<file path="src/rtl/imem_loader_pkg.sv">
// imem_loader_pkg
// Shared definitions for the IMEM program loader: byte/header sizing,
// default widths for PC, instruction word and IMEM size, the loader state
// encoding and a helper that converts an IMEM byte size into a word capacity.
package imem_loader_pkg;

    localparam int BYTE_WIDTH     = 8;
    localparam int HDR_BYTES      = 4;
    localparam int DEF_PC_WIDTH   = 32;
    localparam int DEF_INST_WIDTH = 32;
    localparam int DEF_IMEM_DEPTH = 4096;

    typedef enum logic [2:0] {
        ST_IDLE  = 3'd0,
        ST_HDR   = 3'd1,
        ST_DATA  = 3'd2,
        ST_WRITE = 3'd3,
        ST_DONE  = 3'd4,
        ST_ERR   = 3'd5
    } state_t;

    // Number of 32-bit words that fit into an IMEM of the given byte size.
    function automatic logic [31:0] max_words(input int depth_bytes);
        return 32'(depth_bytes / 4);
    endfunction

endpackage

</file>
<file path="src/rtl/imem_loader_if.sv">
// imem_loader_if
// Bundles the byte-stream handshake and the IMEM write port of the loader.
//   in_valid / in_data : byte source -> loader
//   in_ready           : loader -> byte source (transfer = in_valid & in_ready)
//   wr_en / wr_addr / wr_data : loader -> IMEM write port
// Modports:
//   master : the loader (drives in_ready and the IMEM write port)
//   slave  : the environment (byte source plus IMEM)
interface imem_loader_if
    import imem_loader_pkg::*;
#(
    parameter int PC_WIDTH   = DEF_PC_WIDTH,
    parameter int INST_WIDTH = DEF_INST_WIDTH
);

    logic                  in_valid;
    logic [BYTE_WIDTH-1:0] in_data;
    logic                  in_ready;
    logic                  wr_en;
    logic [PC_WIDTH-1:0]   wr_addr;
    logic [INST_WIDTH-1:0] wr_data;

    modport master (
        input  in_valid,
        input  in_data,
        output in_ready,
        output wr_en,
        output wr_addr,
        output wr_data
    );

    modport slave (
        output in_valid,
        output in_data,
        input  in_ready,
        input  wr_en,
        input  wr_addr,
        input  wr_data
    );

endinterface

</file>
<file path="src/rtl/imem_loader_le_word_packer.sv">
// le_word_packer
// Little-endian 4-byte lane register. Each accepted byte is written into the
// lane selected by an internal byte index (first byte -> [7:0]); the index
// wraps after the last lane so the next word starts at lane 0 again.
// Ports:
//   clk, reset_n : clock, asynchronous active-low reset
//   clear        : synchronous clear of word and byte index
//   accept       : a byte is transferred this cycle
//   in_byte      : the byte being transferred
//   word         : registered lane contents
//   complete     : this accept fills the last lane (combinational)
module le_word_packer
    import imem_loader_pkg::*;
(
    input  logic                            clk,
    input  logic                            reset_n,
    input  logic                            clear,
    input  logic                            accept,
    input  logic [BYTE_WIDTH-1:0]           in_byte,
    output logic [HDR_BYTES*BYTE_WIDTH-1:0] word,
    output logic                            complete
);

    localparam int               IDX_W    = $clog2(HDR_BYTES);
    localparam logic [IDX_W-1:0] LAST_IDX = IDX_W'(HDR_BYTES - 1);

    logic [IDX_W-1:0] byte_idx;

    assign complete = accept && (byte_idx == LAST_IDX);

    always_ff @(posedge clk or negedge reset_n) begin
        if (!reset_n) begin
            byte_idx <= '0;
            word     <= '0;
        end else if (clear) begin
            byte_idx <= '0;
            word     <= '0;
        end else if (accept) begin
            word[byte_idx*BYTE_WIDTH +: BYTE_WIDTH] <= in_byte;
            byte_idx <= (byte_idx == LAST_IDX) ? '0 : byte_idx + IDX_W'(1);
        end
    end

endmodule

</file>
<file path="src/rtl/imem_loader.sv">
// imem_loader
// Byte-stream program loader. Reads a 4-byte little-endian word count,
// then packs the following bytes little-endian into instruction words and
// writes them to IMEM at byte addresses 0, 4, 8, ... The CPU is held in
// reset while a load is running or after a rejected header.
// Ports:
//   clk, reset_n : clock, asynchronous active-low reset
//   start        : one-cycle pulse, starts a load from IDLE/DONE/ERR
//   bus          : byte stream handshake and IMEM write port (master side)
//   busy         : load in progress
//   done         : load finished successfully, held until next start
//   err          : header count exceeded IMEM capacity, held until next start
//   cpu_hold     : keep CPU in reset (busy or err)
module imem_loader
    import imem_loader_pkg::*;
#(
    parameter int PC_WIDTH   = DEF_PC_WIDTH,
    parameter int INST_WIDTH = DEF_INST_WIDTH,
    parameter int IMEM_DEPTH = DEF_IMEM_DEPTH
)(
    input  logic          clk,
    input  logic          reset_n,
    input  logic          start,
    imem_loader_if.master bus,
    output logic          busy,
    output logic          done,
    output logic          err,
    output logic          cpu_hold
);

    localparam logic [31:0] MAX_WORDS = max_words(IMEM_DEPTH);
    localparam int          WIDX_W    = PC_WIDTH - 2;

    state_t                            state;
    state_t                            state_nxt;
    logic [HDR_BYTES*BYTE_WIDTH-1:0]   packed_word;
    logic                              word_done;
    logic                              accept;
    logic                              clear;
    logic [31:0]                       count;
    logic [31:0]                       header_count;
    logic [WIDX_W-1:0]                 word_idx;
    logic                              last_word;

    assign accept = bus.in_valid && bus.in_ready;

    // The 4th header byte is still on in_data when the decision is made, so
    // the full count is assembled from it and the three lanes already held.
    assign header_count = {bus.in_data, packed_word[(HDR_BYTES-1)*BYTE_WIDTH-1:0]};
    assign last_word    = (32'(word_idx) + 32'd1) == count;

    le_word_packer u_packer (
        .clk      (clk),
        .reset_n  (reset_n),
        .clear    (clear),
        .accept   (accept),
        .in_byte  (bus.in_data),
        .word     (packed_word),
        .complete (word_done)
    );

    always_ff @(posedge clk or negedge reset_n) begin
        if (!reset_n) begin
            state <= ST_IDLE;
        end else begin
            state <= state_nxt;
        end
    end

    always_comb begin
        state_nxt = state;
        clear     = 1'b0;
        case (state)
            ST_IDLE, ST_DONE, ST_ERR: begin
                if (start) begin
                    state_nxt = ST_HDR;
                    clear     = 1'b1;
                end
            end
            ST_HDR: begin
                if (word_done) begin
                    if (header_count == 32'd0) begin
                        state_nxt = ST_DONE;
                    end else if (header_count > MAX_WORDS) begin
                        state_nxt = ST_ERR;
                    end else begin
                        state_nxt = ST_DATA;
                    end
                end
            end
            ST_DATA: begin
                if (word_done) begin
                    state_nxt = ST_WRITE;
                end
            end
            ST_WRITE: begin
                state_nxt = last_word ? ST_DONE : ST_DATA;
            end
            default: begin
                state_nxt = ST_IDLE;
            end
        endcase
    end

    always_ff @(posedge clk or negedge reset_n) begin
        if (!reset_n) begin
            count <= '0;
        end else if (clear) begin
            count <= '0;
        end else if ((state == ST_HDR) && word_done) begin
            count <= header_count;
        end
    end

    // Word index advances as the write leaves WRITE, so wr_addr is stable
    // for the whole cycle wr_en is high.
    always_ff @(posedge clk or negedge reset_n) begin
        if (!reset_n) begin
            word_idx <= '0;
        end else if (clear) begin
            word_idx <= '0;
        end else if (state == ST_WRITE) begin
            word_idx <= word_idx + WIDX_W'(1);
        end
    end

    assign bus.in_ready = (state == ST_HDR) || (state == ST_DATA);
    assign bus.wr_en    = (state == ST_WRITE);
    assign bus.wr_addr  = {word_idx, 2'b00};
    assign bus.wr_data  = INST_WIDTH'(packed_word);
    assign busy         = (state == ST_HDR) || (state == ST_DATA) || (state == ST_WRITE);
    assign done         = (state == ST_DONE);
    assign err          = (state == ST_ERR);
    assign cpu_hold     = busy || err;

endmodule

</file>
<file path="src/flat_wrapper.sv">
// flat-port wrapper written by rule: the top's interface ports become plain ports
module imem_loader_flat import imem_loader_pkg::*;
#(
    parameter int PC_WIDTH   = DEF_PC_WIDTH,
    parameter int INST_WIDTH = DEF_INST_WIDTH,
    parameter int IMEM_DEPTH = DEF_IMEM_DEPTH
)
  (clk, reset_n, start, busy, done, err, cpu_hold, bus_in_valid, bus_in_data, bus_in_ready, bus_wr_en, bus_wr_addr, bus_wr_data);
  imem_loader_if #(.PC_WIDTH(PC_WIDTH), .INST_WIDTH(INST_WIDTH)) bus_i ();
  input  logic clk;
  input  logic reset_n;
  input  logic start;
  output logic busy;
  output logic done;
  output logic err;
  output logic cpu_hold;
  input wire logic [$bits(bus_i.in_valid)-1:0] bus_in_valid;
  input wire logic [$bits(bus_i.in_data)-1:0] bus_in_data;
  output wire logic [$bits(bus_i.in_ready)-1:0] bus_in_ready;
  output wire logic [$bits(bus_i.wr_en)-1:0] bus_wr_en;
  output wire logic [$bits(bus_i.wr_addr)-1:0] bus_wr_addr;
  output wire logic [$bits(bus_i.wr_data)-1:0] bus_wr_data;
  assign bus_i.in_valid = bus_in_valid;
  assign bus_i.in_data = bus_in_data;
  assign bus_in_ready = bus_i.in_ready;
  assign bus_wr_en = bus_i.wr_en;
  assign bus_wr_addr = bus_i.wr_addr;
  assign bus_wr_data = bus_i.wr_data;
  imem_loader #(.PC_WIDTH(PC_WIDTH), .INST_WIDTH(INST_WIDTH), .IMEM_DEPTH(IMEM_DEPTH)) u_core (.clk(clk), .reset_n(reset_n), .start(start), .bus(bus_i), .busy(busy), .done(done), .err(err), .cpu_hold(cpu_hold));
endmodule
</file>
<file path="config.mk">
export PLATFORM = sky130hd
export DESIGN_NAME = imem_loader_flat
export DESIGN_NICKNAME = d
export VERILOG_FILES = /design/src/rtl/imem_loader_pkg.sv /design/src/rtl/imem_loader_if.sv /design/src/rtl/imem_loader_le_word_packer.sv /design/src/rtl/imem_loader.sv /design/src/flat_wrapper.sv
export SDC_FILE = /design/constraint.sdc
export NUM_CORES = 1
export LEC_CHECK = 0
export ABC_AREA = 1
export BUFFER_PORTS_ARGS = -buffer_cell sky130_fd_sc_hd__buf_2
export CORE_ASPECT_RATIO = 0.8
export CORE_MARGIN = 2
export CORE_UTILIZATION = 55
export CTS_BUF_LIST = sky130_fd_sc_hd__clkbuf_8
export CTS_CLUSTER_DIAMETER = 50
export DETAILED_ROUTE_END_ITERATION = 12
export PLACE_DENSITY_LB_ADDON = 0.25
export SLEW_MARGIN = 10
export SYNTH_ARGS = -nofsm -noshare
export SYNTH_HDL_FRONTEND = slang
export SYNTH_SLANG_ARGS = --single-unit
</file>
<file path="constraint.sdc">
create_clock -name clk -period 4.8 [get_ports clk]
set_input_delay 0.96 -clock clk [delete_from_list [all_inputs] [get_ports clk]]
set_output_delay 0.96 -clock clk [all_outputs]
set_load 0.1 [all_outputs]
</file>
* Word-level counts from Yosys, hierarchy flattened
Index checks and enable logic that the tools add are counted.
Storage, ports and cells: word-level logic and storage cells 54, bits of input ports 12, flip-flop bits (word level) 99, output and inout port bits 70
Operators by class: shift operators 2, $lt $le $gt $ge 1, multiplexer cells 19, add/subtract/negate cells 4, equal/unequal tests 10, reductions and logical operators 13
Operators by type and width (count):
- $mux 32 | 4
- $mux 30 | 2
- $neg 5->34 | 1
- $shift 8x34->32 const A | 1
- $shiftx 8x34->32 | 1
- $bwmux 32 | 1
- $eq 32x32->1 | 1
- $gt 32x11->1 const B | 1
- $logic_not 32->1 | 1
- $add 30x1->31 const B | 1
- $add 30x1->30 const B | 1
- $mux 3 | 6
- $pmux 3 s4 | 1
- $eq 3x2->1 const B | 2
- $eq 3x3->1 const B | 2
- $mux 2 | 3
- $reduce_bool 2->1 | 3
- $ne 2x1->1 const B | 2
- $eq 3x1->1 const B | 1
- $logic_and 1x1->1 | 3
- $logic_not 3->1 | 1
- $logic_or 1x1->1 | 3
- $reduce_and 3->1 | 1
- $reduce_or 3->1 | 1
- 4 further kinds | 5

* Logic depth before layout (Yosys ltp)
Gate-level depths: netlist of run 1.
word-level depth 7, gate-level depth with buffers 18, mapped depth without buffers 18

* Modules after synthesis
From an unflattened synthesis of run 1, not the netlist that was laid out.
Second synthesis, totals: cells, all modules 911, area, all modules 6113.4 um2
Modules (own cells, without submodules):
- imem_loader | instances 1, cells each 695, seq. area each 1626.6 um2, area each 4439.3 um2
- le_word_packer | instances 1, cells each 216, seq. area each 850.8 um2, area each 1674.1 um2

* Worst setup path after synthesis of run 1
Ideal clock, no wire load.
path type register to output, start point register u_core.state[2], end point output done, data required time 3840 ps, cell stages (with the launch flop) 3, slack 1335 ps, arrival 2505 ps, path buffers 0, cell sequence dfrtp_1 > inv_1 > nor3_1
Between the ends: word-level cells in the longest chain between the ends 1
Ends and longest elaborated chain:
- from (decl) | RTL line imem_loader.sv:34 | state_t state;
- from (signal assigned) | RTL line imem_loader.sv:66 | state <= state_nxt;
- $eq 3x3->1 | RTL line imem_loader.sv:132 | assign done = (state == ST_DONE);
- to (decl) | RTL line flat_wrapper.sv:14 | output logic done;
No other way between the ends.

* Final worst setup path of run 1
start point register u_core.state[2], end point output busy
Between the ends: word-level cells in the longest chain between the ends 3, elaborated cells on any way between the ends 5, those cells by class 3 x eq/ne; 2 x reduce/logical
Ends and longest elaborated chain:
- $eq 3x1->1 / $eq 3x2->1 (equally long branches) | RTL line imem_loader.sv:131 | assign busy = (state == ST_HDR) || (state == ST_DATA) || (state == ST_WRITE);
- $logic_or 1x1->1 | RTL line imem_loader.sv:131
- $logic_or 1x1->1 (*) | RTL line imem_loader.sv:131
- to (decl) | RTL line flat_wrapper.sv:13 | output logic busy;
Every way passes the cells marked *; elsewhere a longest branch is shown, timed or not.

==> flow_summary.toml, run 1 <==
[placement]
place_ws_ns = 1.49
place_inst = 1075
post_dp_cell_area_sq_um = 6510
gp_congestion = 0.957
numPortBuffers = 79
dp_hpwl_mm = 13.0

[worst_setup_path]
r2r_slack_ns = 1.80
cp_cell_sequence = "inv_1, nand2_1, nor2_1, buf_4, clkinv_1, nand2_1, buf_2"
r2r_cells = 11
cp_common_cell = "nand2_1"
start_kind = "flop"
crit_path_max_fanout = 21
max_stage_delay_ns = 0.65
end_kind = "primary output"
crit_buf_inv = 4
crit_type = "flop to primary output"
critPathArrivalTime_ns = 2.78
r2r-end = "u_core.count[9]"
cp_top_family = "buffers and inverters"
reg2reg_from = "u_core.state[2]"
required_ns = 3.84
slowest_stage = "clkinv_1"

[floorplan]
dieWidth_um = 121
fp-row-count = 34
dieHeight_um = 97.5
ioPinCount = 82
coreArea_sq_um = 10800
start_util = 0.558
dieArea_sq_um = 11800

[synthesis]
synth_common_cells = "nand2_1 (253), nand3_1 (129), inv_1 (119), dfrtp_1 (99), nor2_1 (79)"
synth_area_leaders = "dfrtp_1 (41%), nand2_1 (16%), nand3_1 (11%)"
synth.largest_area_cell = "dfrtp_1"
netlist_instances = 868
synth_top_family_by_area = "simple AND/OR/NAND/NOR gates"
synth_top_cell_area_share = 0.413
async_flop_share = 1.00
synth.most_common_cell = "nand2_1"
synth-main-ff-cell = "dfrtp_1"
synth_compound_area_frac = 0.104
ys_warn_count = 0
muxShareOfSynthArea = 0
ys_seq_area_frac = 0.413
synth_cell_types = 32
synthSimpleGateAreaFrac = 0.376
mappedNetlistArea_sq_um = 6010
synth-xor-area-share = 0
synth_edf_count = 0
yosys.area_share.adder = 0.0104
ys_ff_latch = 99
synth.avg_cell_area_sq_um = 6.92

[detailed_routing]
drtAntennaViolNets = 0
first_iter_violations = 628
via_count = 6143
viasPerCell = 5.64
wl_per_cell_um = 16.1
wl_mm = 17.5
drc = 0
drt_first_pass_iters = 6

[clock_tree]
ctsHoldBuffers = 0
cts.reportedPaths.clkPinSlew_ns = 0.10
clk_path_buf_depth = 2
insertion_delay_ns = 0.38
clkSinkCount = 99
h-tree-depth = 3
ctsResizeCount = 0
clock-root-buffer = "clkbuf_8"
postCtsSetupBuffers = 0
cts_tree = "yes"
numCtsBuffers = 9

[timing]
setup_ws_ns = 1.06
fmax_ghz = 0.267
hold_viol = 0
whs_ns = 0.490
period_share = 0.780
tns_ns = 0
fin_skew_ns = 0.00810
slew_viol_final = 0
fin_crit_ns = 3.74
setup_violations = 0
slew_headroom = 0.196
rsz0062_at_grt = "false"
worst_slew_pin_slew_ns = 1.20

[global_route]
first_global_vias = 5487
grt_overflow_total = 0
antenna_found_initial = 0
grt_use_total = 0.308
grt_max_degree = 72
grt_pass1_wl_mm = 28.2

[layout]
layout-drive-gt1-share = 0.131
finish.instance_area_sq_um = 6750
syn_to_final_growth_pct = 12.4
multi_input_area_sq_um = 2960
seqCellArea_sq_um = 2480
final_cells = 1089
num-nets-final = 959
fillCellCount = 1041
insertedDiodeCount = 0

[power_and_ir_drop]
p_leak_nw = 3.43
irDropWorstVdd_mv = 0.531
pwr_density_cell_nw_per_um2 = 398

[run]
max_cap_viol_count = 0

[min_path]
holdPathStages = 2
min_to = "u_core.u_packer.word[31]"
hold_class = "flop to flop"
hold_start = "u_core.u_packer.word[31]"

[status]
outcome = "completed"
## flip-flops by register name, summed over array words and instances, names as in the netlist
name	flops
u_core.count	32
u_core.state	3
u_core.u_packer.byte_idx	2
u_core.u_packer.word	32
u_core.word_idx	30
## cell type report
type	count	share of cell area
Clock buffer	10	0.0204
Clock inverter	4	0.0146
Inverter	123	0.0684
Multi-Input combinational cell	625	0.438
Sequential cell	99	0.367
Tap cell	144	0.0267
Timing Repair Buffer	84	0.0645
## how the worst max path moves through the flow
| stage | from | end | slack [ns] | cells after the start |
|---|---|---|---|---|
| 2_1_floorplan | u_core.state[2] | done | 1.33 | 2 |
| 3_3_place_gp | u_core.state[2] | busy | 1.55 | 7 |
| 3_5_place_dp | u_core.state[2] | busy | 1.49 | 7 |
| 4_1_cts | u_core.state[2] | busy | 1.06 | 7 |
| 5_1_grt | u_core.state[2] | busy | 0.86 | 7 |
| 6_report | u_core.state[2] | busy | 1.06 | 7 |
## stage by stage
| step | util | total power [mW] |
|---|---|---|
| 2_1_floorplan | - | 1.81 |
| 3_3_place_gp | 0.605 | 2.01 |
| 3_5_place_dp | 0.605 | 2.02 |
| 4_1_cts | 0.627 | 2.67 |
| 5_1_grt | 0.627 | 2.82 |
| 6_report | 0.627 | 2.68 |
## worst register-to-register path, delay by kind of cell (launching register included)
family / cells / cell delay, ns
AOI/OAI and AO/OA: 1 / 0.10
buffers and inverters: 3 / 0.59
DFF: 1 / 0.43
and+or+nand+nor: 7 / 1.75
## kinds of logic (layout without fill, tap and decap cells)
logic type                 after synthesis  count (layout)
DFF                                     99              99
and+or+nand+nor                        510             510
AOI/OAI and AO/OA                      108             108
buffers and inverters                  145             221
adders and majority gates                5               5
other                                    1               2
## power by group
part	switching, mW	total (mW)	internal (mW)
combinational	0.843	1.05	0.206
clock	0.302	0.659	0.357
sequential	0.0667	0.976	0.909
## layer usage
metal | vias to the layer above | GRT usage | part of all wire | wire length [um]
met2 | 288 | 0.451 | 0.44 | 7630
met4 | 0 | 0.0814 | 0.017 | 306
li1 | 2984 | - | - | -
met3 | 24 | 0.0522 | 0.091 | 1590
met1 | 2847 | 0.471 | 0.46 | 7970
met5 | - | 0 | 0 | 0
## placed cells by master, fill, tap and decap left out, drive strengths merged, types with 3 or more instances in the layout
master	n
a21oi	4
buf	84
bufinv	3
clkbuf	10
dfrtp	99
ha	5
inv	122
nand2	263
nand3	130
nand4	11
nor2	91
nor3	6
nor4	7
o21ai	61
o22ai	24
o31ai	14
o41ai	4
Power figures use the tool's default switching activity.
==> run 2, diff against run 1 <==
clock period = 3.7 ns   (was 4.8 ns; I/O delays follow)
==> run 2 against run 1 <==
  * Utilization fell by 0.13 points
  * Clock power rose by 0.8%
  * Worst setup slack got worse by 0.12 ns
  * Non-clock buffer count rose by 4
  * Highest routed layer unchanged
==> flow_summary.toml, run 2 (synthesized netlist as in run 1, its figures left out) <==
[timing]
setup_ws_ns = 0.938
slew_viol_final = 0
whs_ns = 0.441
hold_viol = 0
rsz0062_at_grt = "false"
tns_ns = 0
fin_skew_ns = 0.0111
fin_crit_ns = 2.76
period_share = 0.746
setup_violations = 0
fmax_ghz = 0.362
worst_slew_pin_slew_ns = 0.960
slew_headroom = 0.358

[placement]
gp_congestion = 0.988
dp_hpwl_mm = 13.0
place_ws_ns = 1.13
numPortBuffers = 79

[global_route]
grt_max_degree = 60
grtUsageMet3 = 0.0569
grt_use_total = 0.302
grt_pass1_wl_mm = 27.6
use_met1 = 0.450
first_global_vias = 5390
antenna_found_initial = 0
grt_busiest_layer = "met2"
use_met2 = 0.452
grt_overflow_total = 0

[power_and_ir_drop]
pwr_density_cell_nw_per_um2 = 494
p_leak_nw = 3.43
irDropWorstVdd_mv = 0.818
finalPower_mw = 3.33

[layout]
layout_commonest_cell = "nand2_1"
top_regs = "u_core.count x32, u_core.u_packer.word x32, u_core.word_idx x30"
layout-drive-gt1-share = 0.135
post-route-util = 0.626
insertedDiodeCount = 0
fillCellCount = 1003
syn_to_final_growth_pct = 12.1
layout_common_cells = "nand2_1 (253), nand3_1 (129), inv_1 (121)"
num-nets-final = 963

[clock_tree]
clock-root-buffer = "clkbuf_8"
cts.reportedPaths.clkPinSlew_ns = 0.10
clk_path_buf_depth = 2
insertion_delay_ns = 0.38
numCtsBuffers = 9
postCtsSetupBuffers = 0
ctsHoldBuffers = 0
clkSinkCount = 99
h-tree-depth = 3
cts_tree = "yes"
ctsResizeCount = 0

[detailed_routing]
drt_first_pass_iters = 5
first_iter_violations = 652
wl_per_cell_um = 15.6
drtAntennaViolNets = 0
viasPerCell = 5.57
drc = 0
wl_mm = 17.1
via_count = 6100

[worst_setup_path]
cp.depth = 7
r2r_cells = 16
crit_buf_inv = 4
crit_type = "flop to primary output"
cp_top_family = "buffers and inverters"
start_kind = "flop"
max_stage_delay_ns = 0.44
crit_path_max_fanout = 12
slowest_stage = "dfrtp_1"
end_kind = "primary output"
required_ns = 2.96
critPathArrivalTime_ns = 2.02
cp_common_cell = "nand2_1"
cp_cell_sequence = "inv_1, nand2_1, nor2_1, buf_4, clkinv_1, nand2_1, buf_12"

[floorplan]
coreArea_sq_um = 10800
ioPinCount = 82
dieHeight_um = 97.5
start_util = 0.558
fp-row-count = 34
dieWidth_um = 121
dieArea_sq_um = 11800

[run]
max_cap_viol_count = 0

[min_path]
hold_class = "primary input to asynchronous set/reset pin"

[status]
outcome = "completed"
run 2: cell types whose count changed in the layout (fill, tap and decap cells not counted), sizes merged:
| cell | previous run | this run |
|---|---|---|
| buf | 84 | 88 |
| bufinv | 3 | 0 |
| inv | 122 | 125 |
| clkinvlp | 0 | 2 |
run 2: where the power goes:
group / switching (mW) / total, mW / internal, mW
registers: 0.0921 / 1.27 / 1.18
clock network: 0.401 / 0.664 / 0.264
logic: 1.10 / 1.39 / 0.287
total: 1.60 / 3.33 / 1.73
run 2: stage by stage:
step | cells | instance area [sq um]
after floorplan | 869 | 6010
after global placement | 1079 | 6560
after detailed placement | 1079 | 6560
after CTS | 1095 | 6730
after global routing | 1095 | 6730
final | 1095 | 6730
run 2: final cells by class:
class,count,area (sq um),area share
Inverter,123,462,0.0686
Sequential cell,99,2480,0.368
Multi-Input combinational cell,625,2960,0.439
Clock inverter,6,40.0,0.00595
Clock buffer,10,138,0.0204
Tap cell,144,180,0.0268
Timing Repair Buffer,88,480,0.0713
run 2: path summary, 6_finish.rpt:
| path | slack [ns] | startpoint | endpoint |
|---|---|---|---|
| max | 0.94 | u_core.state[2] | busy |
| min | 0.44 | reset_n | u_core.word_idx[19] |
| max reg2reg | 1.13 | u_core.word_idx[1] | u_core.state[1] |
| min reg2reg | 0.49 | u_core.u_packer.word[24] | u_core.u_packer.word[24] |
| max in group asynchronous | 2.53 | reset_n | u_core.count[30] |
| min in group clk | 0.49 | u_core.u_packer.word[24] | u_core.u_packer.word[24] |
run 2: layer usage:
layer | vias to the layer above | part of all wire | wire length, um
met4 | 0 | 0.016 | 280
met3 | 28 | 0.099 | 1680
li1 | 3005 | - | -
met1 | 2764 | 0.45 | 7770
met2 | 303 | 0.43 | 7350
met5 | - | 0 | 0
